$ cat src/rtl/sample_reader_if.sv
// Bundle between sample_reader, the sample memory read port and the uart_tx mux.
// master = the reader itself; slave = the environment (watcher, memory, UART).
interface sample_reader_if #(
    parameter int DATA_WIDTH = 8,
    parameter int ADDR_WIDTH = 8
);
    logic                  activate;
    logic                  done;
    logic [ADDR_WIDTH-1:0] mem_addr;
    logic                  mem_oe;
    logic [DATA_WIDTH-1:0] mem_data;
    logic [DATA_WIDTH-1:0] tx_data;
    logic                  tx_start;
    logic                  tx_active;
    logic                  tx_done;

    modport master (
        input  activate, mem_data, tx_active, tx_done,
        output done, mem_addr, mem_oe, tx_data, tx_start
    );

    modport slave (
        output activate, mem_data, tx_active, tx_done,
        input  done, mem_addr, mem_oe, tx_data, tx_start
    );
endinterface

$ cat src/rtl/sample_reader.sv
// Streams header, COUNT sample bytes from address 0 and an 8-bit additive
// checksum of the samples to uart_tx, one byte per tx_start/tx_done round trip.
module sample_reader #(
    parameter int                    DATA_WIDTH = 8,
    parameter int                    ADDR_WIDTH = 8,
    parameter int                    COUNT      = 256,
    parameter logic [DATA_WIDTH-1:0] HEADER     = 8'h22
) (
    input  logic            clk_50mhz,
    input  logic            reset,
    sample_reader_if.master bus
);

    typedef enum logic [1:0] {S_IDLE, S_ISSUE, S_WAIT, S_FIN} state_t;
    typedef enum logic [1:0] {PH_HDR, PH_DATA, PH_SUM} phase_t;

    localparam logic [ADDR_WIDTH-1:0] LAST_ADDR = ADDR_WIDTH'(COUNT - 1);

    state_t                r_state, w_state_next;
    phase_t                r_phase, w_phase_next;
    logic [ADDR_WIDTH-1:0] r_addr,  w_addr_next;
    logic [DATA_WIDTH-1:0] r_sum,   w_sum_next;
    logic [DATA_WIDTH-1:0] r_tx_data, w_tx_data_next;
    logic                  r_tx_start, w_tx_start_next;
    logic                  r_done,  w_done_next;
    logic                  r_mem_oe, w_mem_oe_next;

    // NOTE: every variable gets a hold/default value before the case so that
    // no path leaves it unassigned, which would otherwise infer a latch.
    always_comb begin
        w_state_next    = r_state;
        w_phase_next    = r_phase;
        w_addr_next     = r_addr;
        w_sum_next      = r_sum;
        w_tx_data_next  = r_tx_data;
        w_tx_start_next = 1'b0;
        w_done_next     = r_done;

        case (r_state)
            S_IDLE: begin
                w_done_next = 1'b0;
                if (bus.activate) begin
                    w_addr_next  = '0;
                    w_sum_next   = '0;
                    w_phase_next = PH_HDR;
                    w_state_next = S_ISSUE;
                end
            end

            S_ISSUE: begin
                if (!bus.activate) begin
                    w_state_next = S_IDLE;
                end else if (!bus.tx_active) begin
                    w_tx_start_next = 1'b1;
                    w_state_next    = S_WAIT;
                    case (r_phase)
                        PH_DATA: begin
                            w_tx_data_next = bus.mem_data;
                            w_sum_next     = r_sum + bus.mem_data;
                        end
                        PH_SUM:  w_tx_data_next = r_sum;
                        default: w_tx_data_next = HEADER;
                    endcase
                end
            end

            S_WAIT: begin
                if (bus.tx_done) begin
                    if (!bus.activate) begin
                        w_state_next = S_IDLE;
                    end else begin
                        w_state_next = S_ISSUE;
                        case (r_phase)
                            PH_HDR: w_phase_next = PH_DATA;
                            PH_DATA: begin
                                if (r_addr == LAST_ADDR) w_phase_next = PH_SUM;
                                else                     w_addr_next  = r_addr + 1'b1;
                            end
                            default: w_state_next = S_FIN;
                        endcase
                    end
                end
            end

            S_FIN: begin
                // Stays here while activate is high; a new frame needs a fresh rise.
                if (!bus.activate) begin
                    w_done_next  = 1'b0;
                    w_state_next = S_IDLE;
                end else begin
                    w_done_next = 1'b1;
                end
            end

            default: w_state_next = S_IDLE;
        endcase

        w_mem_oe_next = (w_state_next == S_ISSUE) || (w_state_next == S_WAIT);
    end

    // NOTE: clocked state uses non-blocking assignments so every register
    // samples the pre-edge values regardless of statement order.
    always_ff @(posedge clk_50mhz or negedge reset) begin
        if (!reset) r_state <= S_IDLE;
        else        r_state <= w_state_next;
    end

    always_ff @(posedge clk_50mhz or negedge reset) begin
        if (!reset) begin
            r_phase    <= PH_HDR;
            r_addr     <= '0;
            r_sum      <= '0;
            r_tx_data  <= '0;
            r_tx_start <= 1'b0;
            r_done     <= 1'b0;
            r_mem_oe   <= 1'b0;
        end else begin
            r_phase    <= w_phase_next;
            r_addr     <= w_addr_next;
            r_sum      <= w_sum_next;
            r_tx_data  <= w_tx_data_next;
            r_tx_start <= w_tx_start_next;
            r_done     <= w_done_next;
            r_mem_oe   <= w_mem_oe_next;
        end
    end

    assign bus.mem_addr = r_addr;
    assign bus.mem_oe   = r_mem_oe;
    assign bus.tx_data  = r_tx_data;
    assign bus.tx_start = r_tx_start;
    assign bus.done     = r_done;

endmodule

$ cat src/flat_wrapper.sv
// flat-port wrapper written by rule: the top's interface ports become plain ports
module sample_reader_flat 
#(
    parameter int                    DATA_WIDTH = 8,
    parameter int                    ADDR_WIDTH = 8,
    parameter int                    COUNT      = 256,
    parameter logic [DATA_WIDTH-1:0] HEADER     = 8'h22
)
  (clk_50mhz, reset, bus_activate, bus_mem_data, bus_tx_active, bus_tx_done, bus_done, bus_mem_addr, bus_mem_oe, bus_tx_data, bus_tx_start);
  sample_reader_if #(.DATA_WIDTH(DATA_WIDTH), .ADDR_WIDTH(ADDR_WIDTH)) bus_i ();
  input  logic clk_50mhz;
  input  logic reset;
  input wire logic [$bits(bus_i.activate)-1:0] bus_activate;
  input wire logic [$bits(bus_i.mem_data)-1:0] bus_mem_data;
  input wire logic [$bits(bus_i.tx_active)-1:0] bus_tx_active;
  input wire logic [$bits(bus_i.tx_done)-1:0] bus_tx_done;
  output wire logic [$bits(bus_i.done)-1:0] bus_done;
  output wire logic [$bits(bus_i.mem_addr)-1:0] bus_mem_addr;
  output wire logic [$bits(bus_i.mem_oe)-1:0] bus_mem_oe;
  output wire logic [$bits(bus_i.tx_data)-1:0] bus_tx_data;
  output wire logic [$bits(bus_i.tx_start)-1:0] bus_tx_start;
  assign bus_i.activate = bus_activate;
  assign bus_i.mem_data = bus_mem_data;
  assign bus_i.tx_active = bus_tx_active;
  assign bus_i.tx_done = bus_tx_done;
  assign bus_done = bus_i.done;
  assign bus_mem_addr = bus_i.mem_addr;
  assign bus_mem_oe = bus_i.mem_oe;
  assign bus_tx_data = bus_i.tx_data;
  assign bus_tx_start = bus_i.tx_start;
  sample_reader #(.DATA_WIDTH(DATA_WIDTH), .ADDR_WIDTH(ADDR_WIDTH), .COUNT(COUNT), .HEADER(HEADER)) u_core (.clk_50mhz(clk_50mhz), .reset(reset), .bus(bus_i));
endmodule
$ cat config.mk
export PLATFORM = sky130hd
export DESIGN_NAME = sample_reader_flat
export DESIGN_NICKNAME = d
export VERILOG_FILES = /design/src/rtl/sample_reader_if.sv /design/src/rtl/sample_reader.sv /design/src/flat_wrapper.sv
export SDC_FILE = /design/constraint.sdc
export NUM_CORES = 1
export LEC_CHECK = 0
export BUFFER_PORTS_ARGS = -buffer_cell sky130_fd_sc_hd__buf_2
export CORE_UTILIZATION = 56
export CTS_BUF_LIST = sky130_fd_sc_hd__clkbuf_4 sky130_fd_sc_hd__clkbuf_8 sky130_fd_sc_hd__clkbuf_16
export CTS_CLUSTER_DIAMETER = 80
export DETAILED_ROUTE_END_ITERATION = 8
export PLACE_DENSITY = 0.77
export SYNTH_ARGS = -nofsm -noshare
export SYNTH_HDL_FRONTEND = slang
export SYNTH_SLANG_ARGS = --single-unit
$ cat constraint.sdc
create_clock -name clk_50mhz -period 2.01 [get_ports clk_50mhz]
set_input_delay 0.402 -clock clk_50mhz [delete_from_list [all_inputs] [get_ports clk_50mhz]]
set_output_delay 0.402 -clock clk_50mhz [all_outputs]
set_load 0.01 [all_outputs]
==> summary.txt <==
Post-Layout Cell Count - 292
Outcome - finished clean
RePlAce Congestion - 0.781
Worst Setup Start Kind - flop
Clk_lat worst skew - 0.34 ns
Layout cells sized above 1 - 22.8%
DR vias/cell - 5.72
TritonCTS clock tree - yes
Worst Hold Class - primary input to asynchronous set/reset pin
Setup crit start - u_core.r_sum[0]
Final setup vio count - 0
Vias in the first global route - 1498
Sw frac - 41.2%
WL per Instance - 13.8 um
CP max-delay cell - dfrtp_1
Area grow syn2layout - 16.3%
Num rows - 21
Mean Syn Cell Area - 9.35 um2
Routed wire length - 4.04 mm
CTS sink count - 31
Delay of the slowest critical-path stage - 0.40 ns
Leak - 1.12 nW
Starting Density - 58.3%
CTS Buf Count - 5
Global-route wire length before repair - 6.47 mm
Worst Setup EP - u_core.r_sum[6]
Worst Setup Slack, final - 0.0855 ns
Max Root-Sink Buffers - 2
Measured slew at the worst slew-check pin - 0.680 ns
Die Ht - 60.9 um
RR Endpoint - u_core.r_sum[6]
Reg-to-reg slack, setup - 0.09 ns
Post-synthesis cell count - 208
R2R depth - 7
CP arrival - 2.15 ns
YS warnings - 0
Final Hold Fails - 0
Die Area - 3710 um2
Largest net degree at the start of global routing - 32
RR Startpoint - u_core.r_sum[0]
Distinct cells, synth - 47
Maximum fanout along the worst path - 3
Post-CTS setup buffer count - 0
Flop pwr share - 32.1%
# Max-Cap Violations - 0
Max-Slew Margin vs Limit - 54.7%
Post-DP HPWL - 3.01 mm
Cell mode on critical path - a21o_1
Net load switching power - 0.00128 W
Synth Net Count - 238
Main synth FF type - dfrtp_1
Async S/R FF share, synth - 100%
# IOs - 32
Clock share of power - 16.4%
Clock root buffer - clkbuf_4
Worst path cell trace - ha_1, fa_1, a21o_1, a21o_1, a21oi_1, or4b_1, nand3_1
Max Clk Rate - 520 MHz
Vias - 1669
Post-synth EDFFs - 0
Grt total ovfl - 0
Comb power frac - 51.5%
Total GRT Usage - 24.0%
DRC violations left - 0
Internal power - 0.00183 W
Nets - 275
DP Worst Slack - -0.0454 ns
Fin crit share - 95.7%
Hold slack final - 0.0906 ns
First-pass iteration count of the detailed router - 4
Tmin final - 1.92 ns
Synth Register Bits - 31
CP required - 2.24 ns
Crit end category - flop
Placement Cell Area - 2170 um2
Die Span X - 60.9 um
Critical path type - flop to flop
Ant diodes - 0
Power Density - 1380 nW/um2
Unrepaired setup endpoints after global routing - no
Post-DRT Antenna Nets - 0
Max-slew violation count - 0
Final clock skew - 0.0110 ns
Initial antenna violation count - 0
I/O Buffers - 31
Register area share after synthesis - 39.9%
Mapped cell area - 1950 um2
H-tree Lvls - 2
Core region area - 3340 um2
Worst-path clk slew - 0.10 ns
1st-iter DRT viols - 97
Placed cell count - 284
Final instance area - 2260 um2
Max VDD drop - 882 uV
layer usage:
layer	track usage (%)	wire length, um	vias up
li1	-	-	833
met1	30.2	1850	789
met2	39.7	1960	38
met3	5.54	155	9
met4	10.4	72	0
met5	0	0	-
cells in the mapped netlist, drive strengths merged, types with 2 or more instances:
cell | count | share of area (%)
a211oi | 2 | 1.0
a21o | 4 | 1.5
a21oi | 10 | 2.6
a22o | 8 | 3.6
a22oi | 8 | 3.1
a31oi | 2 | 0.64
and3 | 6 | 1.9
buf | 4 | 1.1
clkbuf | 4 | 0.77
dfrtp | 31 | 40
ha | 16 | 10
inv | 6 | 1.2
nand2 | 25 | 5.6
nand2b | 3 | 0.96
nand3 | 3 | 1.0
nor2 | 15 | 2.9
nor2b | 2 | 0.64
nor3 | 3 | 0.77
nor3b | 2 | 1.0
o211ai | 2 | 1.0
o21a | 2 | 0.77
o21ai | 25 | 6.4
o31ai | 4 | 1.5
or4b | 2 | 1.0
xnor2 | 4 | 1.8
xor2 | 3 | 1.4
critical path: cells and delay by family, from the launching register on:
family / cells / cell delay, ns
fa+ha+maj: 2 / 0.63
flops: 1 / 0.40
simple gates: 2 / 0.21
compound gates: 3 / 0.60
state kept, by name, summed over array words and instances (netlist names):
register / flops
u_core.bus.mem_addr: 8
u_core.r_phase: 2
u_core.bus.tx_data: 8
u_core.r_state: 2
u_core.bus.done: 1
u_core.r_sum: 8
u_core.bus.mem_oe: 1
u_core.bus.tx_start: 1
cells in the final DEF (no fill, tap or decap), drive strengths merged:
cell and n:
o21ai 25, o41ai 1, clkinv 2, clkbuf 6, o311ai 1, nand3 3, o221ai 1, xor2 3
or2b 1, inv 6, nor3 3, a31oi 2, nand2 25, nor2 15, and3 6, a211o 1
a21o 4, a21oi 10, o21bai 1, fa 1, buf 38, a211oi 2, o22ai 1, nor2b 2
nor4 1, nor3b 2, o31ai 4, xnor2 4, and2 1, a22oi 8, a22o 8, bufinv 1
ha 16, nand2b 3, o211ai 2, and2b 1, dfrtp 31, or4b 2, o21a 2
how the worst min path moves through the flow:
stage / slack [ns] / from / endpoint
detailed placement: 0.48 / u_core.bus.done / u_core.bus.done
global route: 0.14 / reset / u_core.r_state[1]
CTS: 0.11 / reset / u_core.r_state[1]
global placement: 0.47 / u_core.bus.done / u_core.bus.done
finish: 0.09 / reset / u_core.r_state[1]
floorplan: 0.11 / reset / u_core.bus.done
power by group through the flow:
stage	logic (W)	registers, W	clock network [W]
finish	0.00160	0.00100	0.000509
global route	0.00181	0.00103	0.000546
CTS	0.00159	0.00100	0.000519
detailed placement	0.00158	0.00101	0
global placement	0.00155	0.00100	0
floorplan	0.00110	0.00104	0
cell type report:
| cell class | instances | area, um2 |
|---|---|---|
| Clock inverter | 2 | 35.0 |
| Clock buffer | 6 | 51.3 |
| Sequential cell | 31 | 776 |
| Multi-Input combinational cell | 162 | 1100 |
| Timing Repair Buffer | 38 | 208 |
| Tap cell | 46 | 57.6 |
| Fill cell | 278 | 1070 |
| Inverter | 7 | 31.3 |
logic make-up (layout without fill, tap and decap cells):
kind of cell	count (synthesis)	count (layout)	share of synthesized area, %
AO/OA/AOI/OAI	73	73	24.8
XOR/XNOR	7	7	3.15
adder cells (fa/ha/maj)	17	17	11.3
buffers and inverters	15	53	3.47
flip-flops	31	31	39.9
AND/OR/NAND/NOR	65	65	17.4
timing repair:
action	4_1_cts	5_1_grt
hold buffers	0	0
gates resized for setup	0	1
hold endpoints to repair	0	0
setup endpoints to repair	0	2
stage by stage:
stage / power [W] / setup TNS (ns) / util (%)
final: 0.00311 / 0 / 67.8
after global routing: 0.00339 / 0 / 67.8
after CTS: 0.00311 / 0 / 67.8
after detailed placement: 0.00259 / -0.0454 / 65.2
after global placement: 0.00256 / 0 / 65.2
after floorplan: 0.00214 / 0 / -
(Power assumes the default switching activity.)
